$ cat src/rtl/uart_pkg.sv
// uart_pkg: FSM states, register offsets and STATUS bit positions shared by mmio_uart_tx.
package uart_pkg;
   typedef enum logic [2:0] {IDLE, START, DATA, PARITY, STOP} uart_state_t;
   localparam logic [31:0] TXDATA_OFS = 32'h0;
   localparam logic [31:0] STATUS_OFS = 32'h4;
   localparam int ST_FULL  = 0;
   localparam int ST_EMPTY = 1;
   localparam int ST_BUSY  = 2;
   localparam int ST_OVF   = 3;
endpackage

$ cat src/rtl/mmio_uart_tx_fifo.sv
// sync_fifo: single-clock FIFO, power-of-2 depth, show-ahead read, async active-high reset.
module sync_fifo
   import uart_pkg::*;
#(
   parameter int WIDTH = 8,
   parameter int DEPTH = 16
) (
   input  logic                     clk,
   input  logic                     rst,
   input  logic                     push,
   input  logic                     pop,
   input  logic [WIDTH-1:0]         din,
   output logic [WIDTH-1:0]         dout,
   output logic                     full,
   output logic                     empty,
   output logic [$clog2(DEPTH):0]   count
);
   localparam int AW = $clog2(DEPTH);
   logic [WIDTH-1:0] mem [DEPTH];
   logic [AW-1:0]    wr_ptr, rd_ptr;
   logic             do_push, do_pop;
   // full is judged on the pre-pop count, so a push colliding with a pop at full is dropped
   assign full    = count == (AW+1)'(DEPTH);
   assign empty   = count == '0;
   assign do_push = push & ~full;
   assign do_pop  = pop & ~empty;
   assign dout    = mem[rd_ptr];
   always_ff @(posedge clk)
      if (do_push) mem[wr_ptr] <= din;
   always_ff @(posedge clk or posedge rst)
      if (rst) begin
         wr_ptr <= '0;
         rd_ptr <= '0;
         count  <= '0;
      end else begin
         if (do_push) wr_ptr <= wr_ptr + 1'b1;
         if (do_pop) rd_ptr <= rd_ptr + 1'b1;
         count <= count + (AW+1)'(do_push) - (AW+1)'(do_pop);
      end
endmodule

$ cat src/rtl/mmio_uart_tx.sv
// mmio_uart_tx: store-bus UART transmitter (TXDATA/STATUS window, FIFO, 8N1 serialiser).
// Defining UART_TX_PARITY_EN inserts an even-parity bit after the data bits (8E1).
module mmio_uart_tx
   import uart_pkg::*;
#(
   parameter logic [31:0] BASE_ADDR  = 32'h3000,
   parameter int          CLK_DIV    = 868,
   parameter int          FIFO_DEPTH = 16
) (
   input  logic        clk,
   input  logic        rst,
   input  logic [31:0] m_addr,
   input  logic [31:0] m_data,
   input  logic        wea,
   output logic [31:0] rd_data,
   output logic        tx,
   output logic        tx_busy
);
   localparam int CW = $clog2(CLK_DIV);
   localparam logic [CW-1:0] DIV_LAST = CW'(CLK_DIV - 1);
   logic [7:0]                  fifo_dout;
   logic                        fifo_full, fifo_empty, pop;
   logic [$clog2(FIFO_DEPTH):0] fifo_count;
   logic                        wr_tx, wr_st, ovf, unused;
   logic [31:0]                 status;
   uart_state_t                 state, state_n;
   logic [CW-1:0]               cnt, cnt_n;
   logic [2:0]                  bit_idx, bit_n;
   logic [7:0]                  shift, shift_n;
   logic                        tx_n;
   assign wr_tx  = wea && m_addr == BASE_ADDR + TXDATA_OFS;
   assign wr_st  = wea && m_addr == BASE_ADDR + STATUS_OFS;
   assign unused = ^{m_data[31:8], fifo_count};
   sync_fifo #(.WIDTH(8), .DEPTH(FIFO_DEPTH)) u_fifo (
      .clk   (clk),
      .rst   (rst),
      .push  (wr_tx),
      .pop   (pop),
      .din   (m_data[7:0]),
      .dout  (fifo_dout),
      .full  (fifo_full),
      .empty (fifo_empty),
      .count (fifo_count)
   );
   always_comb begin
      status           = '0;
      status[ST_FULL]  = fifo_full;
      status[ST_EMPTY] = fifo_empty;
      status[ST_BUSY]  = tx_busy;
      status[ST_OVF]   = ovf;
   end
   assign rd_data = (m_addr == BASE_ADDR + STATUS_OFS) ? status : '0;
   always_ff @(posedge clk or posedge rst)
      if (rst) ovf <= 1'b0;
      else if (wr_tx && fifo_full) ovf <= 1'b1;
      else if (wr_st && m_data[ST_OVF]) ovf <= 1'b0;
   // data bits rotate rather than shift so the byte is intact again for the parity bit
   always_comb begin
      state_n = state;
      cnt_n   = cnt;
      bit_n   = bit_idx;
      shift_n = shift;
      pop     = 1'b0;
      if (state == IDLE) begin
         if (!fifo_empty) begin
            pop     = 1'b1;
            shift_n = fifo_dout;
            cnt_n   = DIV_LAST;
            state_n = START;
         end
      end else if (cnt != '0) begin
         cnt_n = cnt - 1'b1;
      end else begin
         cnt_n = DIV_LAST;
         case (state)
            START: state_n = DATA;
            DATA: begin
               shift_n = {shift[0], shift[7:1]};
               bit_n   = bit_idx + 3'd1;
               if (bit_idx == 3'd7)
`ifdef UART_TX_PARITY_EN
                  state_n = PARITY;
`else
                  state_n = STOP;
`endif
            end
            PARITY: state_n = STOP;
            STOP: begin
               if (!fifo_empty) begin
                  pop     = 1'b1;
                  shift_n = fifo_dout;
                  state_n = START;
               end else begin
                  state_n = IDLE;
               end
            end
            default: state_n = IDLE;
         endcase
      end
      tx_n = (state_n == START)  ? 1'b0 :
             (state_n == DATA)   ? shift_n[0] :
             (state_n == PARITY) ? ^shift_n : 1'b1;
   end
   always_ff @(posedge clk or posedge rst)
      if (rst) begin
         state   <= IDLE;
         cnt     <= '0;
         bit_idx <= '0;
         shift   <= '0;
         tx      <= 1'b1;
         tx_busy <= 1'b0;
      end else begin
         state   <= state_n;
         cnt     <= cnt_n;
         bit_idx <= bit_n;
         shift   <= shift_n;
         tx      <= tx_n;
         tx_busy <= state_n != IDLE;
      end
endmodule

$ cat config.mk
export PLATFORM = sky130hd
export DESIGN_NAME = mmio_uart_tx
export DESIGN_NICKNAME = d
export VERILOG_FILES = /design/src/rtl/uart_pkg.sv /design/src/rtl/mmio_uart_tx_fifo.sv /design/src/rtl/mmio_uart_tx.sv
export SDC_FILE = /design/constraint.sdc
export NUM_CORES = 1
export LEC_CHECK = 0
export CORE_MARGIN = 1.5
export CORE_UTILIZATION = 50
export DETAILED_ROUTE_END_ITERATION = 16
export HOLD_SLACK_MARGIN = 0.06
export PLACE_DENSITY = 0.85
export SYNTH_ARGS = -nofsm -noshare
export SYNTH_HDL_FRONTEND = slang
export SYNTH_SLANG_ARGS = --single-unit
$ cat constraint.sdc
create_clock -name clk -period 4 [get_ports clk]
set_input_delay 0.6 -clock clk [delete_from_list [all_inputs] [get_ports clk]]
set_output_delay 0.6 -clock clk [all_outputs]
set_load 0.005 [all_outputs]
### After elaboration in Yosys (flattened, before gate mapping)

Memory sizes are Yosys's and may differ from the RTL's.
Index checks and enable logic that the tools add are counted.

| operators by class | value |
|---|---|
| bitwise operators | 6 |
| mux-type cells | 25 |
| reductions and logical operators | 11 |
| equality and inequality tests | 12 |
| add/sub/neg operators | 6 |

Operators by type and width:

| kind | number |
|---|---|
| $eq A32 B14 Y1 const B | 2 |
| $mux W10 | 3 |
| $mux W8 | 3 |
| $pmux W8 S2 | 1 |
| $eq A3 B2 Y1 const B | 4 |
| $mux W1 | 12 |
| $mux W3 | 4 |
| $pmux W3 S4 | 1 |
| $reduce_bool A10 Y1 | 1 |
| $sub A10 B1 Y10 const B | 1 |
| $add A4 B1 Y4 const B | 2 |
| $reduce_xor A8 Y1 | 1 |
| $eq A3 B1 Y1 const B | 2 |
| $eq A3 B3 Y1 const B | 2 |
| $add A5 B1 Y5 | 1 |
| $eq A5 B5 Y1 const B | 1 |
| $logic_not A5 Y1 | 1 |
| $sub A5 B1 Y5 | 1 |
| $logic_and A1 B1 Y1 | 4 |
| $mux W4 | 1 |
| $not A1 Y1 | 4 |
| $add A3 B1 Y3 const B | 1 |
| $logic_not A3 Y1 | 1 |
| $reduce_and A3 Y1 | 1 |
| 4 further kinds | 5 |

| word-level totals | value |
|---|---|
| logic and storage cells | 71 |
| output and inout port bits | 34 |
| RAM bits | 128 |
| memories kept | 1 |
| bits in registers | 40 |

Memories:

| name | words | width | rd ports | clocked after Yosys merged registers in | write ports | line | text |
|---|---|---|---|---|---|---|---|
| u_fifo.mem | 16 | 8 | 1 | 0 | 1 | mmio_uart_tx_fifo.sv:19 | `logic [WIDTH-1:0] mem [DEPTH];` |

### Logic depth before layout (Yosys ltp)

| logic depth | value |
|---|---|
| depth after elaboration | 9 |
| depth in mapped cells | 16 |
| mapped depth without buffers | 15 |

### Cells and area by module

From an unflattened synthesis, not the netlist that was laid out.

| second synthesis, totals | value |
|---|---|
| cells, all modules | 572 |
| area, all modules | 8,042.7 um^2 |

Modules (own cells, without submodules):

| module | sequential area each (um^2) | times used | area each (um^2) | cells each |
|---|---|---|---|---|
| sync_fifo | 4,169.0 | 1 | 5,866.9 | 320 |
| mmio_uart_tx | 676.9 | 1 | 2,175.8 | 252 |

### Least setup slack after synthesis

No wires, ideal clock.

| timing path | value |
|---|---|
| kind | input to register |
| start | input port m_addr[17] |
| end | memory u_fifo.mem[4][0], enable pin |
| required time | 3.617 ns |
| arrival time | 2.798 ns |
| stages on the path | 7 |
| setup slack | 0.818 ns |
| path through | nor4_1 > nand4_1 > nor2_1 > and2_1 > nor3b_1 > nand2_1 > nor3_1 |

| between the ends | value |
|---|---|
| cells in the longest elaborated chain, start to end | 5 |

Ends and longest elaborated chain:

| what | line | text |
|---|---|---|
| from (decl) | mmio_uart_tx.sv:12 | `input logic [31:0] m_addr,` |
| $eq A32 B14 Y1 | mmio_uart_tx.sv:31 | `assign wr_tx = wea && m_addr == BASE_ADDR + TXDATA_OFS;` |
| $logic_and A1 B1 Y1 | mmio_uart_tx.sv:31 |  |
| $and A1 B1 Y1 | mmio_uart_tx_fifo.sv:25 | `assign do_push = push & ~full;` |
| named net u_fifo.do_push | mmio_uart_tx_fifo.sv:21 | `logic do_push, do_pop;` |
| $mux W1 | mmio_uart_tx_fifo.sv:29 | `if (do_push) mem[wr_ptr] <= din;` |
| $mux W1 (implied by the code) | mmio_uart_tx_fifo.sv:29 |  |
| to (decl) | mmio_uart_tx_fifo.sv:19 |  |

The timed path passes the listed nets, and every way through them passes these cells.

### Final worst setup path

| timing path | value |
|---|---|
| start | register cnt[5] |
| end | register u_fifo.count[4] |

| between the ends | value |
|---|---|
| cells in the longest elaborated chain, start to end | 5 |

Ends and longest elaborated chain:

| what | line | text |
|---|---|---|
| from (decl) | mmio_uart_tx.sv:27 | `logic [CW-1:0] cnt, cnt_n;` |
| from (signal assigned) | mmio_uart_tx.sv:114 | `cnt <= cnt_n;` |
| $reduce_bool A10 Y1 | mmio_uart_tx.sv:71 | `end else if (cnt != '0) begin` |
| $mux W1 | mmio_uart_tx.sv:71 |  |
| $mux W1 | mmio_uart_tx.sv:64 | `if (state == IDLE) begin` |
| $and A1 B1 Y1 | mmio_uart_tx_fifo.sv:26 | `assign do_pop = pop & ~empty;` |
| named net u_fifo.do_pop | mmio_uart_tx_fifo.sv:21 |  |
| $sub A5 B1 Y5 | mmio_uart_tx_fifo.sv:38 | `count <= count + (AW+1)'(do_push) - (AW+1)'(do_pop);` |
| to (signal assigned) | mmio_uart_tx_fifo.sv:38 |  |
| to (decl) | mmio_uart_tx_fifo.sv:16 | `output logic [$clog2(DEPTH):0] count` |

The timed path passes the listed nets, and every way through them passes these cells.
A chain may end at the register's enable or synchronous reset.

==> impl_metrics.csv <==
group,metric,value,unit
outcome,status,"completed",
power,p_per_area,418,nW/um^2
cts,hold_buffers,0,
sta,max-slew-margin-rel,40.8,%
critical_path,rrSetupSlack,0.66,ns
synthesis,synth_common_cells,"edfxtp_1, dfrtp_1, buf_4, mux2i_1, nand2_1",
sta,tns,0,ns
synthesis,ys_ff_latch,168,
synthesis,synth-edff-count,128,
cts,cts-root-buf,"clkbuf_16",
cts,clk_latency,0.43,ns
global_route,grt_pass1_wl,23.5,mm
floorplan,std_cell_rows,44,
global_route,overflow,0,
sta,hold_viol,0,
route,ant_nets,0,
sta,setup_viol,0,
min_path,min_path_type,"reg2reg",
route,drt_iter0_drc,343,
synthesis,ys_types,54,
power,totalPowerFinal,3.63,mW
sta,final.period_utilization,83.5,%
synthesis,synthTopCellsByArea,"edfxtp_1, dfrtp_1, mux4_2",
cts,cts.htree.levels,4,
synthesis,synth_cells,490,
sta,drv_slew,0,
route,routedWlPerCell,19.7,um
sta,max_freq,0.299,GHz
critical_path,critPathMaxFanout,7,
route,vias_per_cell,5.77,
power,leakagePower,3.36,nW
cts,clock-sinks,168,
sta,max_slew.worst_pin.slew,0.880,ns
finish,num_antenna_cells,0,
critical_path,critical_path_class,"reg2reg",
placed_design,hpwl,9.84,mm
finish,drive_gt1_share,14.5,%
min_path,holdPathStages,1,
finish,areaGrowthSynthToFinish,16.9,%
synthesis,synth_most_common_cell,"edfxtp_1",
floorplan,io_pins,101,
critical_path,arrival,3.65,ns
global_route,grt.total_usage,19.6,%
route,vias,4353,
critical_path,worstSetupEndpointType,"register",
placed_design,gp_congestion,0.817,
sta,setup_slack,0.660,ns
floorplan,start_util,51.2,%
floorplan,core_area,14500,sq um
finish,fin_nets,641,
power,ir_drop,0.529,mV
global_route,grt_pass1_vias,4521,
placed_design,dp_cells,723,
floorplan,die_area,15600,sq um
floorplan,die_h,125,um
synthesis,synth_top_area_cell,"edfxtp_1",
route,drt-total-wl,14.9,mm
sta,period_needed,3.34,ns
synthesis,ys_async_sr_fraction,23.8,%
sta,rsz0062_at_grt,"no",
critical_path,start_kind,"register",
synthesis,syn_area,7440,sq um
synthesis,synth_top_area_share,51.7,%
cts,cts_resized,0,
cts,cts_buffers,17,
synthesis,synth_top_flop_cell,"edfxtp_1",
cts,clk_path_buf_depth,2,
placed_design,dpl_worst_slack,0.320,ns
critical_path,reg2reg_depth,14,
cts,cts_setup_buffers,0,
cts,cts_tree,"done",
global_route,grt_max_degree,22,
floorplan,die_w,125,um
critical_path,cp.required,4.31,ns
job,maxCapViolCount,0,
finish,fin_cells,755,
sta,skew,0.00684,ns
placed_design,port_buffers,48,
route,drtPass1Iterations,5,
cts,clkSlewWorstSetupHoldPaths,0.07,ns
synthesis,syn_avg_cell_area,15.2,sq um
synthesis,yosysWarnings,0,
route,route.detailed.drc,0,
synthesis,synth-seq-area-share,65.1,%
global_route,antenna_found_initial,0,
==> worst max-delay path, cell delays in order (launching register included) <==
cell and delay [ns]:
dfrtp_1 0.45, nor4_4 0.44, nand4b_2 0.27, a2111o_1 0.51, inv_1 0.18, ha_1 0.26
inv_1 0.05, ha_1 0.18, inv_1 0.06, fa_1 0.41, inv_1 0.07, a21oi_1 0.06
nor2_1 0.09, nor2_1 0.05, xnor2_1 0.12
==> placed cells by master, fill, tap and decap left out, drive strengths merged, types with 3 or more instances in the layout <==
master,n
nand2,21
o21ai,14
nor3,12
buf,19
o21bai,8
clkbuf,17
nand4,5
a221oi,14
clkdlybuf4s50,48
clkinvlp,3
nor4,10
ha,15
a22oi,8
xnor2,10
edfxtp,128
xor2,5
dfrtp,39
nor3b,5
mux2i,28
clkinv,4
nand3,3
a221o,7
inv,28
conb,28
a21oi,20
mux4,19
and2,9
and3,4
nor2,15
==> through the flow <==
step | instance area (sq um) | hold WS (ns) | util, %
6_report | 8690 | 0.497 | 59.8
3_5_place_dp | 8090 | 0.492 | 55.6
3_3_place_gp | 8090 | 0.462 | 55.6
5_1_grt | 8690 | 0.519 | 59.8
2_1_floorplan | 7540 | 0.448 | -
4_1_cts | 8690 | 0.507 | 59.8
==> layer usage <==
layer	GRT usage (%)	part of all wire, %
met1	22.4	39
met2	35.8	54
met3	4.66	5.8
met4	7.42	2.1
met5	0	0
==> cells by family after synthesis <==
logic type | Yosys count | share of synthesized area, %
AO/OA/AOI/OAI | 78 | 7.49
XOR/XNOR | 17 | 2.39
adder cells (fa/ha/maj) | 16 | 2.79
buffers and inverters | 66 | 5.20
flip-flops | 168 | 65.1
multiplexers | 49 | 9.82
other | 1 | 0.0504
AND/OR/NAND/NOR | 95 | 7.11
==> flip-flops by register name, summed over array words and instances (netlist names) <==
name and flops:
u_fifo.count 5, state 3, u_fifo.rd_ptr 4, u_fifo.wr_ptr 4
tx 1, bit_idx 3, shift 8, ovf 1
cnt 10, u_fifo.mem 128, tx_busy 1
==> final cells by class <==
type	count	area, sq um
clock buffers	17	425
clock inverters	15	181
fillers	1023	5840
inverters	21	78.8
multi-input cells	283	2310
flip-flops and latches	168	4850
well taps	184	230
repair buffers	67	623
==> final timing paths <==
kind / from / to
setup / recovery: cnt[5] / u_fifo.count[4]
min in group asynchronous: rst / state[1]
hold reg to reg: bit_idx[0] / bit_idx[0]
max in group asynchronous: rst / u_fifo.rd_ptr[0]
setup reg to reg: cnt[5] / u_fifo.count[4]
hold / removal: bit_idx[0] / bit_idx[0]
==> where the power goes <==
part | leakage [nW] | total (mW) | switching [mW] | internal (mW)
clock | 0.289 | 1.67 | 0.775 | 0.899
sequential | 1.61 | 1.88 | 0.00000698 | 1.88
combinational | 1.46 | 0.0767 | 0.0391 | 0.0376
Power figures use the tool's default switching activity.
